<file path="config.mk">
export PLATFORM = sky130hd
export DESIGN_NAME = pll_lock_sequencer
export DESIGN_NICKNAME = d
export VERILOG_FILES = /design/src/rtl/pll_lock_sequencer.sv
export SDC_FILE = /design/constraint.sdc
export NUM_CORES = 1
export LEC_CHECK = 0
export CAP_MARGIN = 20
export CORE_MARGIN = 2
export CORE_UTILIZATION = 55
export CTS_BUF_LIST = sky130_fd_sc_hd__clkbuf_2 sky130_fd_sc_hd__clkbuf_4 sky130_fd_sc_hd__clkbuf_8
export DETAILED_ROUTE_END_ITERATION = 16
export PLACE_DENSITY = 0.8
export SLEW_MARGIN = 0
export SYNTH_ARGS = -nofsm -noshare
export SYNTH_HDL_FRONTEND = slang
export SYNTH_SLANG_ARGS = --single-unit
</file>
<file path="constraint.sdc">
create_clock -name clock -period 4.72 [get_ports clock]
set_input_delay 0.944 -clock clock [delete_from_list [all_inputs] [get_ports clock]]
set_output_delay 0.944 -clock clock [all_outputs]
set_load 0.005 [all_outputs]
</file>
<file path="src/rtl/pll_lock_sequencer.sv">
`default_nettype none
// ============================================================================
// pll_lock_sequencer
// PLL RESETB/LOCK supervisor on the reference clock; optional lock-loss
// auto-recovery enabled by defining PLL_SEQ_AUTO_RECOVER_EN.
// Revision: 1.0
// ============================================================================
module pll_lock_sequencer #(
   parameter int PLL_RESET_CYCLES = 16,
   parameter int LOCK_TIMEOUT     = 16000,
   parameter int STABLE_CYCLES    = 256,
   parameter int MAX_RETRIES      = 3
) (
   input  logic       clock,
   input  logic       reset,
   input  logic       pll_locked,
   output logic       pll_resetb,
   output logic       sys_reset,
   output logic       ready,
   output logic       lock_lost,
   output logic       fail,
   output logic [3:0] retry_count
);

   localparam int C_MAX_A = (PLL_RESET_CYCLES > LOCK_TIMEOUT) ? PLL_RESET_CYCLES : LOCK_TIMEOUT;
   localparam int C_MAX_P = (C_MAX_A > STABLE_CYCLES) ? C_MAX_A : STABLE_CYCLES;
   localparam int C_CNT_W = (C_MAX_P > 1) ? $clog2(C_MAX_P) : 1;

   localparam logic [C_CNT_W-1:0] C_RST_LAST = C_CNT_W'(PLL_RESET_CYCLES - 1);
   localparam logic [C_CNT_W-1:0] C_TMO_LAST = C_CNT_W'(LOCK_TIMEOUT - 1);
   localparam logic [C_CNT_W-1:0] C_STB_LAST = C_CNT_W'(STABLE_CYCLES - 1);
   localparam logic [3:0]         C_RETRY_MAX = 4'(MAX_RETRIES);

   typedef enum logic [2:0] {
      S_PLL_RST   = 3'd0,
      S_WAIT_LOCK = 3'd1,
      S_STABLE    = 3'd2,
      S_RUN       = 3'd3,
      S_FAIL      = 3'd4
   } state_t;

   state_t             r_state;
   logic [C_CNT_W-1:0] r_cnt;
   logic               r_lk_meta;
   logic               r_lk_s;
   logic               r_pll_resetb;
   logic               r_sys_reset;
   logic               r_ready;
   logic               r_lock_lost;
   logic               r_fail;
   logic [3:0]         r_retry_count;
   logic [3:0]         w_retry_next;

   assign w_retry_next = r_retry_count + 4'd1;

   // pll_resetb follows the next state; sys_reset/ready/fail follow the
   // current state one cycle late, so release lands STABLE_CYCLES+3 edges
   // after lock is first sampled.
   always_ff @(posedge clock or posedge reset) begin
      if (reset) begin
         r_state       <= S_PLL_RST;
         r_cnt         <= '0;
         r_lk_meta     <= 1'b0;
         r_lk_s        <= 1'b0;
         r_pll_resetb  <= 1'b0;
         r_sys_reset   <= 1'b1;
         r_ready       <= 1'b0;
         r_lock_lost   <= 1'b0;
         r_fail        <= 1'b0;
         r_retry_count <= 4'd0;
      end else begin
         r_lk_meta   <= pll_locked;
         r_lk_s      <= r_lk_meta;
         r_lock_lost <= 1'b0;
         r_sys_reset <= (r_state != S_RUN);
         r_ready     <= (r_state == S_RUN);
         r_fail      <= (r_state == S_FAIL);

         case (r_state)
            S_PLL_RST: begin
               if (r_cnt == C_RST_LAST) begin
                  r_state      <= S_WAIT_LOCK;
                  r_cnt        <= '0;
                  r_pll_resetb <= 1'b1;
               end else begin
                  r_cnt <= r_cnt + C_CNT_W'(1);
               end
            end
            S_WAIT_LOCK: begin
               if (r_lk_s) begin
                  r_state <= S_STABLE;
                  r_cnt   <= '0;
               end else if (r_cnt == C_TMO_LAST) begin
                  r_cnt         <= '0;
                  r_retry_count <= w_retry_next;
                  r_pll_resetb  <= 1'b0;
                  r_state       <= (w_retry_next == C_RETRY_MAX) ? S_FAIL : S_PLL_RST;
               end else begin
                  r_cnt <= r_cnt + C_CNT_W'(1);
               end
            end
            S_STABLE: begin
               if (!r_lk_s) begin
                  r_state <= S_WAIT_LOCK;
                  r_cnt   <= '0;
               end else if (r_cnt == C_STB_LAST) begin
                  r_state       <= S_RUN;
                  r_cnt         <= '0;
                  r_retry_count <= 4'd0;
               end else begin
                  r_cnt <= r_cnt + C_CNT_W'(1);
               end
            end
            S_RUN: begin
               if (!r_lk_s) begin
                  r_lock_lost  <= 1'b1;
                  r_cnt        <= '0;
                  r_pll_resetb <= 1'b0;
`ifdef PLL_SEQ_AUTO_RECOVER_EN
                  r_state       <= S_PLL_RST;
                  r_retry_count <= 4'd0;
`else
                  r_state <= S_FAIL;
`endif
               end
            end
            S_FAIL: begin
               r_pll_resetb <= 1'b0;
            end
            default: begin
               r_state      <= S_PLL_RST;
               r_cnt        <= '0;
               r_pll_resetb <= 1'b0;
            end
         endcase
      end
   end

   assign pll_resetb  = r_pll_resetb;
   assign sys_reset   = r_sys_reset;
   assign ready       = r_ready;
   assign lock_lost   = r_lock_lost;
   assign fail        = r_fail;
   assign retry_count = r_retry_count;

endmodule
`default_nettype wire

</file>
==> results of run 1 <==
[cell families after synthesis]
kind of cell,share of synthesized area [%]
compound gates,14.2
xor+xnor,4.82
buf+inv,3.18
fa+ha+maj,2.58
simple gates,25.5
flops,48.2
mux,1.46
[critical path: cells and delay by family (launching register included)]
kind / cells / cell delay, ns
muxes: 1 / 0.36
AOI/OAI and AO/OA: 1 / 0.21
DFF: 1 / 0.48
and+or+nand+nor: 3 / 1.42
[sequential cells by signal (all words and copies together), names as in the netlist]
name,flops
r_state,3
r_lk_meta,1
r_cnt,14
sys_reset,1
pll_resetb,1
ready,1
retry_count,4
r_lk_s,1
lock_lost,1
fail,1
[cell type report]
cell class                      instances  area share (%)
Clock buffer                            3            1.36
Sequential cell                        28            42.3
Clock inverter                          1            1.81
Inverter                                6            1.36
Multi-Input combinational cell        110            42.6
Timing Repair Buffer                   12            8.30
Tap cell                               30            2.26
[metrics by stage]
stage | hold slack [ns] | worst slack [ns] | instance area, um^2 | power (mW)
after floorplan | 0.331 | 2.56 | 1460 | 0.520
after global placement | 0.334 | 2.27 | 1580 | 0.571
after detailed placement | 0.349 | 2.20 | 1580 | 0.579
after CTS | 0.384 | 2.19 | 1630 | 0.736
after global routing | 0.395 | 2.07 | 1660 | 0.789
final | 0.378 | 2.17 | 1660 | 0.739
[cell usage after synthesis]
cell,count
a21o_1,3
a21oi_1,4
a22o_1,1
a2bb2oi_1,1
a31oi_1,2
a41o_1,1
and2_1,1
buf_2,1
buf_6,1
clkbuf_1,2
dfrtp_1,27
dfstp_2,1
ha_1,3
inv_1,6
mux2_1,1
mux2i_1,1
nand2_1,9
nand2b_1,3
nand3_1,10
nand3b_1,1
nand4_1,3
nand4bb_1,1
nor2_1,17
nor3_1,5
nor3_4,1
nor3b_1,1
nor4_1,3
nor4_2,1
nor4_4,1
nor4b_1,1
o21ai_0,12
o21ai_1,2
o22ai_1,1
o22ai_2,1
o2bb2ai_1,3
o32ai_1,1
or2_2,1
or3_1,3
or4_1,2
or4_4,1
xnor2_1,6
xor2_1,2
[how the worst min path moves through the flow]
stage          startpoint     end  slack (ns)  depth (start not counted)
6_report        r_lk_meta  r_lk_s        0.38                          0
5_1_grt         r_lk_meta  r_lk_s        0.39                          0
4_1_cts         r_lk_meta  r_lk_s        0.38                          0
3_5_place_dp    r_lk_meta  r_lk_s        0.35                          0
3_3_place_gp    r_lk_meta  r_lk_s        0.33                          0
2_1_floorplan   r_lk_meta  r_lk_s        0.33                          0
[placed cells by master, fill, tap and decap left out, types with 3 or more instances in the layout]
cell,n
ha_1,3
or3_1,3
inv_1,6
nor2_1,17
nand2b_1,3
clkdlybuf4s50_1,11
a21o_1,3
xnor2_1,6
clkbuf_4,3
o21ai_0,12
o2bb2ai_1,3
nor3_1,5
nand4_1,3
a21oi_1,4
dfrtp_1,27
nand2_1,9
nand3_1,10
nor4_1,3
[per-layer routing]
metal,share of wire (%),track usage [%],routed length [um],up-vias
met4,2.4,8.36,69,0
met5,0,0,0,-
met1,46,30.6,1320,566
met2,45,30.1,1280,45
met3,6.5,2.34,186,8
li1,-,-,-,563
[power groups by stage]
stage	Sequential, mW	Combinational [mW]	Clock (mW)
2_1_floorplan	0.309	0.211	0
3_3_place_gp	0.321	0.251	0
3_5_place_dp	0.323	0.256	0
4_1_cts	0.318	0.257	0.162
5_1_grt	0.326	0.293	0.169
6_report	0.318	0.262	0.160
==> impl_metrics.json, run 1 <==
{
  "instances_no_fill": 190,
  "max_stage_delay_ns": 0.59,
  "rrSetupSlack_ns": 2.17,
  "finalSetupViolCount": 0,
  "post-route-min-period_ns": 2.55,
  "worst-endpoint-arrival_ns": 2.80,
  "ys_types": 42,
  "reg2reg_from": "r_cnt[9]",
  "fp.dieW_um": 55.4,
  "crit_required_ns": 4.97,
  "routed_wl_um": 2850,
  "slew_violations": 0,
  "drt_first_pass_iters": 4,
  "clk_latency_ns": 0.34,
  "syn_area_um2": 1460,
  "netlist_top_cells_area": "dfrtp_1 46%, nor2_1 4.4%, o21ai_0 4.1%",
  "hold_path_class": "reg2reg",
  "netlist_instances": 148,
  "critPathLaunchType": "register",
  "dp_hpwl_um": 2090,
  "switching_share_pct": 36.4,
  "pwr-share-clk_pct": 21.6,
  "p_comb_share_pct": 35.4,
  "p_per_area_nw_per_um2": 445,
  "final_util_pct": 66.4,
  "crit_fanout": 11,
  "synth.top_cell.area_share_pct": 46.4,
  "fillers": 192,
  "placementRows": 18,
  "p_seq_share_pct": 43.0,
  "grt_max_degree": 29,
  "final_net_count": 167,
  "cts-root-buf": "clkbuf_4",
  "numCtsBuffers": 3,
  "dieArea_um2": 3070,
  "vias_per_cell": 6.22,
  "worst_pin_slew_ns": 0.704,
  "core_area_um2": 2500,
  "wire_per_inst_um": 15.0,
  "cts-resized-gates": 0,
  "fmax_mhz": 392,
  "switchingPower_mw": 0.269,
  "maxSlewHeadroom_pct": 52.8,
  "crit_type": "reg2reg",
  "grt_pass1_vias": 1067,
  "rsz0062_at_grt": "false",
  "grt_usage_pct": 20.4,
  "overflow": 0,
  "p_leak_nw": 0.701,
  "ys_seq_area_share_pct": 48.2,
  "die_h_um": 55.4,
  "diodes": 0,
  "p_int_mw": 0.470,
  "finalHoldViolCount": 0,
  "grt_pass1_wl_um": 5030,
  "cts_setup_buffers": 0,
  "synth_top_area_cell": "dfrtp_1",
  "ys_seq_elements": 28,
  "drc": 0,
  "globalplace.congestion": 0.915,
  "end_kind": "register",
  "r2r_cells": 5,
  "worstPathCellList": "or4_4 > nor4_4 > o22ai_2 > nor3_4 > mux2_1",
  "cp-endpoint": "r_state[0]",
  "tns_ns": 0,
  "first_iter_violations": 46,
  "startpoint": "r_cnt[9]",
  "hold_buffers": 0,
  "clock_path_buffers": 2,
  "antenna_found_initial": 0,
  "synth_nets": 154,
  "vias": 1182,
  "finalCritPeriodShare_pct": 54.0,
  "cts.sinks": 28,
  "antenna_left": 0,
  "critPathSlowestCell": "or4_4",
  "clk_pin_slew_worst_paths_ns": 0.16,
  "skew_ns": 0.0114,
  "r2r_end": "r_state[0]",
  "drive_gt1_share_pct": 7.50,
  "placed_cells": 185,
  "io_buffers": 11,
  "cts_tree": "done",
  "initial_core_util_pct": 58.2,
  "syn_area_per_cell_um2": 9.83,
  "cts_max_level": 1,
  "multi_input_comb_area_um2": 707,
  "ys_warn_count": 0,
  "status": "completed",
  "vdd_drop_max_mv": 0.276,
  "register_area_um2": 702,
  "cap_violations": 0,
  "pin_count": 12,
  "synthToLayoutAreaGrowth_pct": 14.0
}
Power figures use the tool's default switching activity.
==> inputs of run 2 (changes only) <==
Settings changed: CORE_UTILIZATION 55 to 53, PLACE_DENSITY 0.8 to 0.81.
Clock period 4.72 ns to 2.2 ns, I/O delays scaled along.
==> impl_metrics.json, run 2 (same netlist as run 1, synthesis figures left out) <==
{
  "drc": 0,
  "cts_max_level": 1,
  "globalplace.congestion": 0.835,
  "cp-endpoint": "r_state[0]",
  "cts-root-buf": "clkbuf_4",
  "hold_buffers": 0,
  "rsz0062_at_grt": "false",
  "end_kind": "register",
  "vias_per_cell": 6.07,
  "register_area_um2": 702,
  "p_leak_nw": 0.733,
  "first_iter_violations": 68,
  "top_register": "r_cnt",
  "dp_hpwl_um": 2170,
  "rrSetupSlack_ns": 0.09,
  "crit_fanout": 6,
  "vias": 1207,
  "worst_pin_slew_ns": 0.645,
  "status": "completed",
  "clk_pin_slew_worst_paths_ns": 0.16,
  "maxSlewHeadroom_pct": 57.0,
  "placed_cell_area_um2": 1650,
  "post-route-min-period_ns": 2.11,
  "largest_reg_flops": 14,
  "power.total_mw": 1.64,
  "synthToLayoutAreaGrowth_pct": 17.4,
  "grt_max_degree": 29,
  "diodes": 0,
  "hold_path_class": "reg2reg",
  "finalCritPeriodShare_pct": 96.0,
  "pin_count": 12,
  "final_common_cell": "dfrtp_1",
  "r2r_end": "r_state[0]",
  "vdd_drop_max_mv": 0.763,
  "skew_ns": 0.0114,
  "crit_required_ns": 2.42,
  "timing.hold.ws_ns": 0.369,
  "grt_usage_pct": 21.2,
  "worst-endpoint-arrival_ns": 2.33,
  "fmax_mhz": 474,
  "p_per_area_nw_per_um2": 960,
  "cap_violations": 0,
  "initial_core_util_pct": 54.2,
  "dieArea_um2": 3180,
  "antenna_left": 0,
  "cts_tree": "done",
  "finalHoldViolCount": 0,
  "numCtsBuffers": 3,
  "placementRows": 19,
  "slew_violations": 0,
  "routed_wl_um": 2990,
  "reg2reg_from": "r_cnt[9]",
  "critPathLaunchType": "register",
  "final_util_pct": 63.6,
  "final_area_um2": 1710,
  "fp.dieW_um": 56.4,
  "finalSetupViolCount": 0,
  "die_h_um": 56.4,
  "drive_gt1_share_pct": 11.9,
  "tns_ns": 0,
  "r2r_cells": 5,
  "clk_latency_ns": 0.33,
  "most-common-layout-cells": "27 x dfrtp_1, 17 x nor2_1, 12 x o21ai_0",
  "cts.sinks": 28,
  "crit_type": "reg2reg",
  "antenna_found_initial": 0,
  "multi_input_comb_area_um2": 714,
  "cts_setup_buffers": 0,
  "core_area_um2": 2690,
  "worstHoldStart": "r_lk_meta",
  "overflow": 0,
  "clock_path_buffers": 2,
  "grt_pass1_vias": 1133,
  "io_buffers": 11,
  "wire_per_inst_um": 15.0,
  "final_net_count": 175,
  "drt_first_pass_iters": 5,
  "fillers": 226,
  "grt_pass1_wl_um": 5330,
  "startpoint": "r_cnt[9]"
}
-- run 2: cell types whose count changed in the layout (fill, tap and decap cells not counted), sizes merged --
cell | previous run | this run
buf | 1 | 9
-- run 2: power by group --
group | internal, mW | switching [mW] | leakage, nW | total (mW)
sequential | 0.599 | 0.0864 | 0.371 | 0.686
combinational | 0.265 | 0.354 | 0.334 | 0.618
clock | 0.184 | 0.152 | 0.0279 | 0.336
-- run 2: worst min-delay path by stage --
stage          endpoint  slack [ns]  cells past startpoint
2_1_floorplan    r_lk_s        0.33                      0
3_3_place_gp     r_lk_s        0.33                      0
3_5_place_dp     r_lk_s        0.34                      0
4_1_cts          r_lk_s        0.37                      0
5_1_grt          r_lk_s        0.37                      0
6_report         r_lk_s        0.37                      0
-- run 2: critical path, cell delays in order (launching register included) --
cell	delay, ns
dfrtp_1	0.42
or4_4	0.56
nor4_4	0.37
o22ai_4	0.15
nor3_4	0.17
mux2_1	0.34
-- run 2: repair_timing --
action | 4_1_cts | 5_1_grt
setup endpoints to repair | 0 | 1
resized for setup | 0 | 1
endpoints found under the hold margin | 0 | 0
-- run 2: area by class of cell --
| class | count | area share (%) |
|---|---|---|
| sequential | 28 | 41.1 |
| inverter | 6 | 1.32 |
| clock buffer | 3 | 1.32 |
| multi-input combinational | 110 | 41.8 |
| timing repair buffer | 20 | 10.4 |
| clock inverter | 1 | 1.76 |
| tap | 31 | 2.27 |
-- run 2: layer usage --
metal | vias up | part of all wire [%] | global-route usage, %
li1 | 574 | - | -
met1 | 585 | 44 | 29.3
met2 | 42 | 50 | 35.3
met3 | 6 | 4.9 | 2.76
met4 | 0 | 1.2 | 5.44
met5 | - | 0 | 0
-- run 2: metrics by stage --
step	cells	setup WS, ns
3_5_place_dp	195	0.0625
6_report	199	0.0888
4_1_cts	199	0.0395
3_3_place_gp	195	0.156
5_1_grt	199	0.0149
2_1_floorplan	148	0.0395
==> inputs of run 3 (changes only) <==
==> constraint.sdc (replaced) <==
create_clock -name clock -period 2.2 [get_ports clock]
set_input_delay 0.33 -clock clock [delete_from_list [all_inputs] [get_ports clock]]
set_output_delay 0.33 -clock clock [all_outputs]
set_load 0.005 [all_outputs]
==> results of run 3 <==
Same layout as run 2 (identical final DEF). Status: completed.
Main changes from that run: hold slack 0.369 ns -> 0.346 ns
